[config.mk]
export PLATFORM = sky130hd
export DESIGN_NAME = regfile_mp
export DESIGN_NICKNAME = d
export VERILOG_FILES = /design/src/rtl/regfile_mp.sv
export SDC_FILE = /design/constraint.sdc
export NUM_CORES = 2
export LEC_CHECK = 0
export BUFFER_PORTS_ARGS = -buffer_cell sky130_fd_sc_hd__buf_2
export CAP_MARGIN = 15
export CELL_PAD_IN_SITES_DETAIL_PLACEMENT = 1
export CELL_PAD_IN_SITES_GLOBAL_PLACEMENT = 1
export CORE_ASPECT_RATIO = 0.9
export CORE_MARGIN = 2
export CORE_UTILIZATION = 45
export DETAILED_ROUTE_END_ITERATION = 12
export PLACE_DENSITY = 0.74
export SLEW_MARGIN = 10
export SYNTH_ARGS = -nofsm -noshare
export SYNTH_HDL_FRONTEND = slang
export SYNTH_SLANG_ARGS = --single-unit
[constraint.sdc]
create_clock -name clk -period 8.5 [get_ports clk]
set_input_delay 1.275 -clock clk [delete_from_list [all_inputs] [get_ports clk]]
set_output_delay 1.275 -clock clk [all_outputs]
set_load 0.005 [all_outputs]
[src/rtl/regfile_mp.sv]
// Multi-ported register file with two write ports, N read ports, optional
// write-to-read forwarding, hardwired zero register and a busy scoreboard.
module regfile_mp #(
    parameter int unsigned ADDR_WIDTH = 5,
    parameter int unsigned DATA_WIDTH = 32,
    parameter int unsigned NRD        = 2,
    parameter int unsigned BYPASS     = 1,
    parameter int unsigned ZERO_REG   = 1
) (
    input  logic                      clk,
    input  logic                      rst_n,
    input  logic [NRD*ADDR_WIDTH-1:0] rd_addr,
    output logic [NRD*DATA_WIDTH-1:0] rd_data,
    output logic [NRD-1:0]            rd_busy,
    input  logic                      wa_en,
    input  logic [ADDR_WIDTH-1:0]     wa_addr,
    input  logic [DATA_WIDTH-1:0]     wa_data,
    input  logic                      wb_en,
    input  logic [ADDR_WIDTH-1:0]     wb_addr,
    input  logic [DATA_WIDTH-1:0]     wb_data,
    input  logic                      iss_en,
    input  logic [ADDR_WIDTH-1:0]     iss_addr,
    input  logic                      flush,
    output logic [ADDR_WIDTH:0]       busy_cnt
);

    localparam int unsigned DEPTH = 1 << ADDR_WIDTH;
    localparam int unsigned CW    = ADDR_WIDTH + 1;

    logic [DATA_WIDTH-1:0] regs [DEPTH];
    logic [DEPTH-1:0]      busy;
    logic [DEPTH-1:0]      busy_next;
    logic [CW-1:0]         cnt_next;
    logic                  wa_ok;
    logic                  wb_ok;

    // Writes to the hardwired zero register are dropped before anything sees them
    assign wa_ok = wa_en && !((ZERO_REG != 0) && (wa_addr == '0));
    assign wb_ok = wb_en && !((ZERO_REG != 0) && (wb_addr == '0));

    // Scoreboard update: flush, then write-clear, then issue-set (issue wins)
    always_comb begin
        busy_next = busy;
        for (int i = 0; i < int'(DEPTH); i++) begin
            if (flush) begin
                busy_next[i] = 1'b0;
            end
            if ((wa_ok && (wa_addr == ADDR_WIDTH'(i))) ||
                (wb_ok && (wb_addr == ADDR_WIDTH'(i)))) begin
                busy_next[i] = 1'b0;
            end
            if (iss_en && (iss_addr == ADDR_WIDTH'(i))) begin
                busy_next[i] = 1'b1;
            end
        end
        if (ZERO_REG != 0) begin
            busy_next[0] = 1'b0;
        end
    end

    always_comb begin
        cnt_next = '0;
        for (int i = 0; i < int'(DEPTH); i++) begin
            cnt_next = cnt_next + CW'(busy_next[i]);
        end
    end

    // Array, busy bits and count; port B overrides port A on address collision
    always_ff @(posedge clk or negedge rst_n) begin
        if (!rst_n) begin
            for (int i = 0; i < int'(DEPTH); i++) begin
                regs[i] <= '0;
            end
            busy     <= '0;
            busy_cnt <= '0;
        end else begin
            for (int i = 0; i < int'(DEPTH); i++) begin
                if (wb_ok && (wb_addr == ADDR_WIDTH'(i))) begin
                    regs[i] <= wb_data;
                end else if (wa_ok && (wa_addr == ADDR_WIDTH'(i))) begin
                    regs[i] <= wa_data;
                end
            end
            busy     <= busy_next;
            busy_cnt <= cnt_next;
        end
    end

    for (genvar k = 0; k < int'(NRD); k++) begin : g_rd
        logic [ADDR_WIDTH-1:0] ra;
        logic [DATA_WIDTH-1:0] data;
        logic                  bsy;

        assign ra = rd_addr[k*ADDR_WIDTH +: ADDR_WIDTH];

        // Zero-latency read with optional forwarding of same-cycle writes
        always_comb begin
            data = regs[ra];
            bsy  = busy[ra];
            if (BYPASS != 0) begin
                if (wb_ok && (wb_addr == ra)) begin
                    data = wb_data;
                    bsy  = 1'b0;
                end else if (wa_ok && (wa_addr == ra)) begin
                    data = wa_data;
                    bsy  = 1'b0;
                end
            end
            if ((ZERO_REG != 0) && (ra == '0)) begin
                data = '0;
                bsy  = 1'b0;
            end
        end

        assign rd_data[k*DATA_WIDTH +: DATA_WIDTH] = data;
        assign rd_busy[k]                          = bsy;
    end

endmodule

# Yosys cells after proc, flatten, opt, wreduce, memory -nomap -nowiden
# Index checks and enable logic that the tools add are counted.
# word_totals
in_bits	95
wordCells	516
register_bits	1061
out_inout_bits	72
# op_classes
eq_ne	97
bitwise_logic	2
reduce_logical	170
n_mux	179
add_sub_neg	30
magnitude_cmp	4
# op_table
op	n
2-to-1 mux 32 bit	74
binary-select mux 32 bit (select 5 bit)	2
equality test 5 bit (second input constant)	48
adder 6 x 1 -> 6 bit	25
equality test 5 x 4 -> 1 bit (second input constant)	24
logical AND 1 bit	101
2-to-1 mux 1 bit	101
nonzero test 2 bit	32
equality test 5 x 3 -> 1 bit (second input constant)	12
logical OR 1 bit	31
equality test 5 x 2 -> 1 bit (second input constant)	6
equality test 5 bit	4
zero test 5 bit	4
equality test 5 x 1 -> 1 bit (second input constant)	3
>= comparator 6 bit (second input constant)	2
less-than comparator 5 x 6 -> 1 bit (second input constant)	2
inverter 5 -> 6 bit	2
binary-select mux 1 bit (select 5 bit)	2
adder 5 x 1 -> 6 bit	1
adder 4 x 1 -> 5 bit	1
adder 3 x 1 -> 4 bit	1
adder 2 x 1 -> 3 bit	1
adder 1 x 1 -> 2 bit	1
zero test 1 bit	2

# Longest topological paths before layout
# depth
depth_word	37
depth_mapped	24
ltp_nobuf	21

# Least setup slack after synthesis
# Ideal clock, no wire load.
# synth_timing
path_kind	input to register
startpoint	input wb_addr[1]
endpoint	register busy_cnt[4]
arrival_time_ns	6.793
stages	22
setup_ns	0.123
slack_ns	1.585
path_buffers	4
t_required_ns	8.377
path_cell_list	buf_2 nand2b_1 buf_2 nor3_1 clkbuf_1 clkbuf_1 o22ai_1 fa_1 inv_1 fa_1 fa_1 inv_1 fa_1 fa_1 fa_1 inv_1 fa_1 fa_1 inv_1 a21o_1 a21oi_1 xnor2_1
# synth_between
elab_chain_len	37
word_cells_on_any_way	188
cone_classes	30 x add/sub; 31 x eq/ne; 62 x mux; 65 x reduce/logical
# synth_rtl
item	line_no	source
from (decl)	19	input logic [ADDR_WIDTH-1:0] wb_addr,
zero test 5 bit	39	assign wb_ok = wb_en && !((ZERO_REG != 0) && (wb_addr == '0));
zero test 1 bit	39	
logical AND 1 bit	39	
logical AND 1 bit *	49	(wb_ok && (wb_addr == ADDR_WIDTH'(i)))) begin
logical OR 1 bit *	48	if ((wa_ok && (wa_addr == ADDR_WIDTH'(i))) ||
2-to-1 mux 1 bit *	48	
2-to-1 mux 1 bit *	52	if (iss_en && (iss_addr == ADDR_WIDTH'(i))) begin
via busy_next[1]	32	logic [DEPTH-1:0] busy_next;
adder 1 x 1 -> 2 bit *	64	cnt_next = cnt_next + CW'(busy_next[i]);
adder 2 x 1 -> 3 bit *	64	
adder 3 x 1 -> 4 bit *	64	
adder 4 x 1 -> 5 bit *	64	
adder 5 x 1 -> 6 bit *	64	
adder 6 x 1 -> 6 bit * (25 in series)	64	
via cnt_next[4]	33	logic [CW-1:0] cnt_next;
to (signal assigned)	85	busy_cnt <= cnt_next;
to (decl)	24	output logic [ADDR_WIDTH:0] busy_cnt
# The timed path passes the listed nets; every way through them passes the cells marked *.
# A chain may end at the register's enable or synchronous reset.

# Worst setup path in the final report
# layout_timing
startpoint	input wb_addr[0]
endpoint	register busy_cnt[4]
# layout_between
word_cells_on_any_way	188
cone_classes	30 x add/sub; 31 x eq/ne; 62 x mux; 65 x reduce/logical
# layout_rtl
item	line_no
zero test 5 bit	39
zero test 1 bit	39
logical AND 1 bit	39
logical AND 1 bit *	49
logical OR 1 bit *	48
2-to-1 mux 1 bit *	48
2-to-1 mux 1 bit *	52
via busy_next[4]	32
adder 3 x 1 -> 4 bit *	64
adder 4 x 1 -> 5 bit *	64
adder 5 x 1 -> 6 bit *	64
adder 6 x 1 -> 6 bit * (25 in series)	64
via cnt_next[4]	33
# Marks and branches as above.

==> results.json <==
{
  "status": "complete, no violations",
  "layout_commonest_cell": "nor2_1",
  "dp_hpwl_um": 164000,
  "syn_area_um2": 67500,
  "p_leak_nw": 30.5,
  "yosys_register_bits": 1061,
  "synth_cell_type_count": 69,
  "synth_ff_type": "dfrtp_1",
  "met2_usage_pct": 56.7,
  "hold_class": "flop to flop",
  "critical_path_peak_fanout": 24,
  "drtAntennaViolNets": 0,
  "skew_ns": 0.00535,
  "fillers": 16422,
  "drt-wirelength-per-cell_um": 34.7,
  "fin_setup_tns_ns": 0,
  "p_total_mw": 17.4,
  "met3_usage_pct": 10.8,
  "busiest_layer": "met2",
  "cts_hold_buffers": 0,
  "fin_nets": 6579,
  "area_growth_pct": 8.23,
  "synth_edf_count": 0,
  "dieArea_um2": 153000,
  "arrival_ns": 7.50,
  "start_util_pct": 45.4,
  "cts_max_level": 3,
  "start_kind": "input port",
  "finalCritPeriodShare_pct": 80.5,
  "place_worst_setup_slack_ns": 0.979,
  "critPathSlowestCell": "fa_1",
  "grt_max_degree": 149,
  "tightest_slew_ns": 1.35,
  "antenna_found_initial": 25,
  "synthCells": 6885,
  "maxCapViolCount": 0,
  "cts_root_buf": "clkbuf_16",
  "critical_path_class": "input port to flop",
  "required_ns": 9.16,
  "io-pin-count": 167,
  "relSlewSlack_pct": 9.81,
  "final_layout_size_suffix_gt1_share_pct": 16.4,
  "finalWorstSetupSlack_ns": 1.66,
  "cts_buffers": 120,
  "die_y_um": 371,
  "r2r_cells": 17,
  "cts_resized": 0,
  "core_um2": 149000,
  "clkTransAtPathRegs_ns": 0.06,
  "peakVddDrop_mv": 0.183,
  "gr-usage-all-layers_pct": 38.3,
  "rr_endpoint": "busy_cnt[4]",
  "place.gp.congestion": 0.907,
  "finish.utilization_pct": 49.2,
  "dp.cells": 8303,
  "vias_per_cell": 7.01,
  "rsz0062_at_grt": "no",
  "synth_warnings": 0,
  "cts_buffer_depth": 3,
  "cp-end-kind": "flop",
  "drc": 0,
  "hold-path-cell-count": 0,
  "mostFrequentLayoutCells": "nor2_1, a21oi_1, dfrtp_1",
  "seq_area_frac_synth_pct": 39.3,
  "slew_violations": 0,
  "met1_usage_pct": 50.1,
  "fmax_ghz": 0.146,
  "grt_pass1_wl_um": 427000,
  "min_from": "regs[1004]",
  "setup_violations": 0,
  "powerDensity_nw_per_um2": 239,
  "firstDrtPassIters": 6,
  "cts_tree": "done",
  "min_period_ns": 6.84,
  "crit_path_frequent_cell": "fa_1",
  "worst-path-buf-inv": 5,
  "synth.avg_cell_area_um2": 9.81,
  "totalWireLength_um": 296000,
  "finalNonFillerCells": 8535,
  "rows": 134,
  "grt_pass1_vias": 61051,
  "clk_latency_ns": 0.77,
  "crit_chain": "buf_2 -> or2_1 -> nor2_1 -> nand2_4 -> nand4b_1 -> o21ai_0 -> fa_1 -> inv_1 -> fa_1 -> fa_1 -> inv_1 -> fa_1 -> fa_1 -> fa_1 -> inv_1 -> fa_1 -> fa_1 -> inv_1 -> a21o_1 -> a21oi_1 -> xnor2_1",
  "cp_top_family": "adder cells",
  "die-width_um": 412,
  "worstReg2RegStart": "busy[26]",
  "critPathMaxStageDelay_ns": 0.55,
  "holdPathEnd": "regs[1004]",
  "num_vias": 59799,
  "final-hold-violation-count": 0,
  "async_flop_share_pct": 100,
  "synth_fp_nets": 7010,
  "ff2ff_setup_slack_ns": 3.16,
  "grt_overflow": 0,
  "drtIter0Drc": 7190,
  "io_buffers": 166,
  "postCtsSetupBuffers": 0,
  "clock_sinks": 1061
}
registers in the layout, indices dropped and copies added, names as in the netlist:
| name | count |
|---|---|
| regs | 1024 |
| busy_cnt | 6 |
| busy | 31 |
how the worst max path moves through the flow:
stage	from	endpoint	slack (ns)	cells past startpoint
floorplan	wb_addr[1]	busy_cnt[4]	1.58	22
global placement	wb_addr[0]	busy_cnt[4]	0.98	23
detailed placement	wb_addr[0]	busy_cnt[4]	0.98	23
CTS	wb_addr[0]	busy_cnt[4]	1.72	23
global route	wb_addr[0]	busy_cnt[4]	1.46	21
finish	wb_addr[0]	busy_cnt[4]	1.66	21
worst reg2reg max path: stages, from the launching register on:
cell and delay (ns):
dfrtp_1 0.38, inv_1 0.07, o32ai_1 0.43, fa_1 0.50, inv_1 0.09, fa_1 0.44
inv_1 0.09, fa_1 0.43, fa_1 0.55, fa_1 0.44, fa_1 0.49, inv_1 0.05
fa_1 0.41, fa_1 0.47, inv_1 0.08, a21o_1 0.11, a21oi_1 0.07, xnor2_1 0.12
per-layer routing:
layer  wire length [µm]  vias up
li1                   -    23888
met1             114000    31088
met2             129000     3765
met3              33600     1046
met4              19300       12
met5                 72        -
cell families after synthesis:
family | Yosys count | synth area share (%)
simple gates | 1643 | 9.83
xor+xnor | 23 | 0.298
mux | 1400 | 28.3
compound gates | 1783 | 15.4
flops | 1061 | 39.3
fa+ha+maj | 30 | 0.812
buf+inv | 945 | 5.98
metrics by stage:
| stage | hold slack [ns] | cell area (µm²) |
|---|---|---|
| after floorplan | 0.441 | 67500 |
| final | 0.397 | 73100 |
| after CTS | 0.397 | 73000 |
| after detailed placement | 0.383 | 68900 |
| after global placement | 0.376 | 68900 |
| after global routing | 0.406 | 73100 |
cells in the mapped netlist, types with 8 or more instances:
cell,count,area (µm²)
dfrtp_1,1061,26600
mux2i_1,936,9370
clkbuf_1,510,1910
xor2_1,12,105
nand2b_1,10,62.6
o21ai_0,146,731
nand2_1,252,946
xnor2_1,11,96.3
buf_4,35,263
o2bb2ai_1,31,272
nor2b_1,12,75.1
mux4_2,403,9080
nor3b_1,8,60.1
nor2_1,1209,4540
inv_1,84,315
buf_2,225,1130
o221ai_1,64,561
a22oi_1,62,465
nand3_1,45,225
a21oi_1,1192,5970
o32a_1,10,100
nor3_1,39,195
fa_1,23,460
nand4b_1,9,78.8
buf_1,80,300
a22o_1,31,272
o22ai_1,37,231
o221ai_2,29,435
mux2_2,61,687
a31oi_1,31,194
buf_6,10,113
nand3b_1,13,97.6
a211o_1,62,543
o21ai_1,32,160
a221oi_1,31,272
power breakdown:
part	switching [mW]	internal [mW]	leakage, nW
logic	2.24	2.14	15.9
clock network	2.34	3.24	2.01
registers	1.10	6.37	12.6
total	5.68	11.7	30.5
final cells by class:
class / instances / area (µm²) / area share, %
Sequential cell: 1061 / 26600 / 36.3
Clock inverter: 36 / 517 / 0.707
Clock buffer: 181 / 3570 / 4.89
Tap cell: 1972 / 2470 / 3.38
Antenna cell: 14 / 35.0 / 0.0479
Multi-Input combinational cell: 4879 / 37500 / 51.3
Inverter: 85 / 319 / 0.437
Timing Repair Buffer: 307 / 2110 / 2.88
(Power assumes the default switching activity.)
